### src/rtl/inst_encoder.sv
// RV32I instruction encoder: packs decoded fields plus a signed immediate into a
// 32-bit instruction word, flags range/alignment violations, and queues results in a 2-entry FIFO.
module inst_encoder #(
    parameter int ERR_CNT_W = 16
) (
    input  logic                 clk,
    input  logic                 rst,
    input  logic                 in_valid,
    output logic                 in_ready,
    input  logic [2:0]           in_fmt,
    input  logic [6:0]           in_opcode,
    input  logic [4:0]           in_rd,
    input  logic [4:0]           in_rs1,
    input  logic [4:0]           in_rs2,
    input  logic [2:0]           in_funct3,
    input  logic [6:0]           in_funct7,
    input  logic [31:0]          in_imm,
    output logic                 out_valid,
    input  logic                 out_ready,
    output logic [31:0]          out_inst,
    output logic                 out_err,
    output logic [ERR_CNT_W-1:0] err_cnt
);

    localparam logic [2:0] FMT_R = 3'd0;
    localparam logic [2:0] FMT_I = 3'd1;
    localparam logic [2:0] FMT_S = 3'd2;
    localparam logic [2:0] FMT_B = 3'd3;
    localparam logic [2:0] FMT_U = 3'd4;
    localparam logic [2:0] FMT_J = 3'd5;
    localparam logic [31:0] NOP_INST = 32'h0000_0013;

    logic signed [31:0] imm_s;
    logic [31:0]        enc_inst;
    logic               enc_err;

    assign imm_s = in_imm;

    always_comb begin
        enc_inst = NOP_INST;
        enc_err  = 1'b1;
        case (in_fmt)
            FMT_R: begin
                enc_inst = {in_funct7, in_rs2, in_rs1, in_funct3, in_rd, in_opcode};
                enc_err  = 1'b0;
            end
            FMT_I: begin
                enc_inst = {in_imm[11:0], in_rs1, in_funct3, in_rd, in_opcode};
                enc_err  = (imm_s < -32'sd2048) || (imm_s > 32'sd2047);
            end
            FMT_S: begin
                enc_inst = {in_imm[11:5], in_rs2, in_rs1, in_funct3, in_imm[4:0], in_opcode};
                enc_err  = (imm_s < -32'sd2048) || (imm_s > 32'sd2047);
            end
            FMT_B: begin
                enc_inst = {in_imm[12], in_imm[10:5], in_rs2, in_rs1, in_funct3,
                            in_imm[4:1], in_imm[11], in_opcode};
                enc_err  = (imm_s < -32'sd4096) || (imm_s > 32'sd4094) || in_imm[0];
            end
            FMT_U: begin
                // imm is the upper field itself; it must be a sign-consistent 20-bit value
                enc_inst = {in_imm[19:0], in_rd, in_opcode};
                enc_err  = !((&in_imm[31:19]) || (~|in_imm[31:19]));
            end
            FMT_J: begin
                enc_inst = {in_imm[20], in_imm[10:1], in_imm[11], in_imm[19:12], in_rd, in_opcode};
                enc_err  = (imm_s < -32'sd1048576) || (imm_s > 32'sd1048574) || in_imm[0];
            end
            default: begin
                enc_inst = NOP_INST;
                enc_err  = 1'b1;
            end
        endcase
    end

    logic [31:0]          slot_inst_q [2];
    logic [31:0]          slot_inst_d [2];
    logic                 slot_err_q  [2];
    logic                 slot_err_d  [2];
    logic                 wr_ptr_q, wr_ptr_d;
    logic                 rd_ptr_q, rd_ptr_d;
    logic [1:0]           count_q, count_d;
    logic                 in_ready_q, in_ready_d;
    logic [ERR_CNT_W-1:0] err_cnt_q, err_cnt_d;
    logic                 accept;
    logic                 drain;

    assign accept = in_valid && in_ready_q;
    assign drain  = (count_q != 2'd0) && out_ready;

    always_comb begin
        for (int i = 0; i < 2; i++) begin
            slot_inst_d[i] = slot_inst_q[i];
            slot_err_d[i]  = slot_err_q[i];
        end
        wr_ptr_d  = wr_ptr_q;
        rd_ptr_d  = rd_ptr_q;
        count_d   = count_q;
        err_cnt_d = err_cnt_q;

        if (accept) begin
            slot_inst_d[wr_ptr_q] = enc_inst;
            slot_err_d[wr_ptr_q]  = enc_err;
            wr_ptr_d              = ~wr_ptr_q;
            if (enc_err && (err_cnt_q != {ERR_CNT_W{1'b1}}))
                err_cnt_d = err_cnt_q + ERR_CNT_W'(1);
        end
        if (drain)
            rd_ptr_d = ~rd_ptr_q;

        case ({accept, drain})
            2'b10:   count_d = count_q + 2'd1;
            2'b01:   count_d = count_q - 2'd1;
            default: count_d = count_q;
        endcase
        // Registered ready: a drain at full occupancy only re-opens the input next cycle
        in_ready_d = (count_d != 2'd2);
    end

    always_ff @(posedge clk) begin
        if (rst) begin
            for (int i = 0; i < 2; i++) begin
                slot_inst_q[i] <= 32'd0;
                slot_err_q[i]  <= 1'b0;
            end
            wr_ptr_q   <= 1'b0;
            rd_ptr_q   <= 1'b0;
            count_q    <= 2'd0;
            in_ready_q <= 1'b1;
            err_cnt_q  <= '0;
        end else begin
            for (int i = 0; i < 2; i++) begin
                slot_inst_q[i] <= slot_inst_d[i];
                slot_err_q[i]  <= slot_err_d[i];
            end
            wr_ptr_q   <= wr_ptr_d;
            rd_ptr_q   <= rd_ptr_d;
            count_q    <= count_d;
            in_ready_q <= in_ready_d;
            err_cnt_q  <= err_cnt_d;
        end
    end

    assign in_ready  = in_ready_q;
    assign out_valid = (count_q != 2'd0);
    assign out_inst  = slot_inst_q[rd_ptr_q];
    assign out_err   = slot_err_q[rd_ptr_q];
    assign err_cnt   = err_cnt_q;

endmodule

### config.mk
export PLATFORM = sky130hd
export DESIGN_NAME = inst_encoder
export DESIGN_NICKNAME = d
export VERILOG_FILES = /design/src/rtl/inst_encoder.sv
export SDC_FILE = /design/constraint.sdc
export NUM_CORES = 1
export LEC_CHECK = 0
export BUFFER_PORTS_ARGS = -buffer_cell sky130_fd_sc_hd__buf_4
export CORE_UTILIZATION = 40
export CTS_CLUSTER_SIZE = 16
export DETAILED_ROUTE_END_ITERATION = 7
export GPL_TIMING_DRIVEN = 0
export SYNTH_ARGS = -nofsm -noshare
export SYNTH_HDL_FRONTEND = slang
export SYNTH_SLANG_ARGS = --single-unit
### constraint.sdc
create_clock -name clk -period 5.5 [get_ports clk]
set_input_delay 0.55 -clock clk [delete_from_list [all_inputs] [get_ports clk]]
set_output_delay 0.55 -clock clk [all_outputs]
set_load 0.03 [all_outputs]
; After elaboration in Yosys (flattened, before gate mapping)
; Memory sizes are Yosys's and may differ from the RTL's. A register that Yosys moved wholly into a read port is not among the register bits.
; Index checks and enable logic that the tools add are counted.
[word_totals]
reg_bits = 21
ram_bits = 66
inputBits = 71
out_inout_bits = 51
word_cells = 74
mem_count = 2
[mem_list]
columns = name, words, width, rd, rd_clocked_by_memory_dff, wr, line_no
row1 = slot_inst_q, 2, 32, 3, 1, 2, 76  ; logic [31:0] slot_inst_q [2];
row2 = slot_err_q, 2, 1, 3, 1, 2, 78  ; logic slot_err_q [2];
[classes]
n_addsub = 3
order_cmp = 8
n_eq_ne = 9
muxes = 22
bitwise_logic = 7
n_reduce_logical = 18
[op_table]
columns = operator, n
row1 = $pmux 32 s6, 1
row2 = $mux 32, 3
row3 = $bwmux 64, 1
row4 = $mux 64, 1
row5 = $demux 32 s1, 1
row6 = $gt 32x12->1 const B, 1
row7 = $gt 32x13->1 const B, 1
row8 = $gt 32x21->1 const B, 1
row9 = $lt 32x12->1 const B, 1
row10 = $lt 32x13->1 const B, 1
row11 = $lt 32x21->1 const B, 1
row12 = $add 16x1->16 const B, 1
row13 = $ne 16x16->1 const B, 1
row14 = $reduce_and 13->1, 1
row15 = $reduce_or 13->1, 1
row16 = $mux 1, 10
row17 = $eq 3x2->1 const B, 2
row18 = $eq 3x3->1 const B, 2
row19 = $logic_or 1x1->1, 6
row20 = $pmux 1 s5, 1
row21 = $logic_and 1x1->1, 4
row22 = $or 1x1->1, 4
row23 = $pmux 2 s2, 1
row24 = $eq 3x1->1 const B, 1
row25 = other kinds (17), 19

; Logic depth before layout (Yosys ltp)
[logic_depth]
depth_word = 8
mapped_depth = 9
mapped_depth_nobuf = 7

; Worst setup path after synthesis
; OpenSTA, ideal clock, no wires.
[synth_path]
path_type = reg2reg
startpoint = register err_cnt_q[3] (netlist: err_cnt[3])
endpoint = register err_cnt_q[15] (netlist: err_cnt[15])
setup_time_ns = 0.070
t_arrival_ns = 2.078
required_ns = 5.430
slack_ns = 3.352
path_stages_with_launch = 8
n_path_buf = 0
period_less_slack_ns = 2.148
cell_sequence = dfxtp_1 > and4_1 > and3_4 > and3_4 > and3_1 > nand3_1 > or4_1 > a21oi_1
[synth_between]
elab_chain_cells = 3
elab_cells_between_ends = 4
cone_classes = 1 x add/sub / 1 x eq/ne / 2 x reduce/logical
[synth_lines]
columns = item, line_no
row1 = start: declaration, 84  ; logic [ERR_CNT_W-1:0] err_cnt_q, err_cnt_d;
row2 = start signal: assignment, 140  ; err_cnt_q <= err_cnt_d;
row3 = branches (longest 3 deep; another with $add 16x1->16), --
; Several ways; the timed one is not identified.
; A chain may end at the register's enable or synchronous reset.

==> out/metrics.yaml <==
critical_path_arrival_ns: 2.13
dpl_cell_area_sq_um: 5490
drc: 0
setup_violations: 0
timing.rr.start: "in_ready$_SDFF_PP1_"
fin_area_sq_um: 5730
clock_path_buffers: 2
hold_viol_final: 0
reg2reg_slack_ns: 3.24
post_cts_resized: 0
core_sq_um: 10500
busiest_layer: "met2"
critPathMostFrequentCell: "clkbuf_1"
syn_avg_cell_area_sq_um: 8.34
drive_gt1_share_pct: 27.4
synth_edf_count: 0
rows: 37
grt_max_degree: 16
vdd_drop_max_v: 0.000189
period_minus_slack_ns: 2.68
seq_area_frac_synth_pct: 39.9
power.leakage_nw: 2.37
hold_path.class: "input port to register"
hpwl_um: 10400
power_w: 0.00204
synth_top_area_share_pct: 39.9
fin_worst_skew_ns: 0.00779
synth_cell_types: 44
cpLargestDelayFamily: "buffers and inverters"
worst_r2r_path_depth: 7
clkTransAtPathRegs_ns: 0.09
die_h_um: 107
worst_ep_required_time_ns: 4.95
nets: 734
vias_per_cell: 5.58
clk_latency_ns: 0.35
crit_cells: 4
path_class: "register to output port"
rsz0062_at_grt: "false"
drt_iter0_drc: 343
htree_num_levels: 3
post_cts_buffers: 0
grt_util_met3_pct: 4.19
start_util_pct: 42.0
cp-end-kind: "output port"
portBuffers: 121
first_pass_iters: 5
max_stage_delay_ns: 0.59
die_w_um: 107
synth_warnings: 0
cts_sinks: 88
syn_inst: 529
diodes: 0
synth-async-reset-ratio_pct: 0
cts_root_buf: "clkbuf_8"
tritoncts: "done"
ys_top_cells_by_count: "dfxtp_1 (88), nor2_1 (69), a21oi_1 (48)"
grt_pass1_wl_um: 21800
syn-num-nets: 602
vias: 4473
die_area_sq_um: 11500
slew_viol_final: 0
cts_hold_buf: 0
antenna_found_initial: 0
maxCapViolations: 0
grt_use_total_pct: 24.7
grt_use_met1_pct: 32.1
ys_seq_elements: 88
cp_max_fo: 10
crit_buf_inv: 3
crit_end: "out_inst[12]"
dominantRegCellSynth: "dfxtp_1"
start_kind: "register"
status: "finished, final reports clean"
ios: 122
tightest_slew_ns: 0.718
synth.most_common_cell: "dfxtp_1"
finalWirelength_um: 13900
crit_slowest_cell: "clkbuf_1"
finalSetupTns_ns: 0
path_cells: "clkbuf_1 > clkbuf_1 > mux2_2 > buf_4"
syn-cell-area_sq_um: 4410
grtUsageMet2_pct: 42.1
gr-total-overflow: 0
routedWlPerCell_um: 17.4
numCtsBuffers: 9
area_growth_pct: 29.9
fmax_ghz: 0.373
r2r-end: "slot_inst_q[0][0]$_SDFFE_PP0P_"
yosys.area.top_type: "dfxtp_1"
grt_pass1_vias: 4227
power.density_nw_per_um2: 356
slew-limit-headroom_pct: 52.2
ys_top_cells_by_area: "dfxtp_1 (40%), mux2_2 (8.7%), nor2_1 (5.9%)"
ant_nets: 0
period_share_pct: 48.7
gp_congestion: 0.884
-- registers in the layout, summed over array words and instances (netlist names), named ones only --
register     count
count_q          2
err_cnt         16
in_ready         1
rd_ptr_q         1
slot_err_q       2
slot_inst_q     64
wr_ptr_q         1
-- layer usage --
metal | up-vias | routed length, um
met4 | 0 | 188
met2 | 155 | 6840
li1 | 2175 | -
met3 | 18 | 779
met5 | - | 0
met1 | 2125 | 6120
-- worst min path at each step --
stage,startpoint,to,depth (start not counted)
floorplan,slot_err_q[1]$_SDFFE_PP0P_,slot_err_q[1]$_SDFFE_PP0P_,2
global placement,slot_inst_q[1][26]$_SDFFE_PP0P_,slot_inst_q[1][26]$_SDFFE_PP0P_,2
detailed placement,slot_inst_q[1][25]$_SDFFE_PP0P_,slot_inst_q[1][25]$_SDFFE_PP0P_,2
CTS,in_opcode[2],slot_inst_q[1][2]$_SDFFE_PP0P_,2
global route,in_opcode[2],slot_inst_q[1][2]$_SDFFE_PP0P_,2
finish,in_opcode[2],slot_inst_q[1][2]$_SDFFE_PP0P_,2
-- cells by family after synthesis --
logic type | after synthesis | share of synthesized area, %
and+or+nand+nor | 192 | 21.4
AOI/OAI and AO/OA | 137 | 19.5
DFF | 88 | 39.9
buffers and inverters | 53 | 4.85
muxes | 53 | 13.0
xor gates and xnor gates | 4 | 0.794
adders and majority gates | 2 | 0.567
-- layout by cell type (no fill, tap or decap), drive strengths merged, types with 2 or more instances in the layout --
cell type,Yosys,layout
a21oi,48,48
and4,2,2
ha,2,2
nand2b,5,5
a31oi,3,3
bufinv,0,3
nand2,37,37
xnor2,3,3
clkbuf,27,36
nor2,69,69
and2,3,3
or3,3,3
nor2b,11,11
o31ai,11,11
a211oi,22,22
a22oi,4,4
a22o,7,7
dfxtp,88,88
nand4,12,12
or2,2,2
nand3,14,14
mux2,36,36
mux2i,17,17
nor3,10,10
and3,6,6
or4,11,11
buf,14,135
a32o,4,4
inv,12,13
o22ai,7,7
nor4,5,5
o21ai,26,26
-- layout make-up --
class	count	area [sq um]
fill	1012	4780
multi-input combinational	388	2440
sequential	88	1760
timing repair buffer	121	908
tap	136	170
buffer	41	169
clock buffer	9	124
clock inverter	6	118
inverter	12	45.0
-- where the power goes --
part | internal [W] | switching (W)
Clock | 0.000303 | 0.000242
Combinational | 0.000295 | 0.000444
Sequential | 0.000715 | 0.0000395
-- stage by stage --
step | utilization [%] | std cells | hold WS (ns) | setup slack [ns]
2_1_floorplan | - | 529 | 0.420 | 3.35
3_3_place_gp | 52.3 | 786 | 0.428 | 2.93
3_5_place_dp | 52.3 | 786 | 0.437 | 2.92
4_1_cts | 54.6 | 801 | 0.427 | 2.80
5_1_grt | 54.6 | 801 | 0.423 | 2.75
6_report | 54.6 | 801 | 0.441 | 2.82
(Power assumes the default switching activity.)
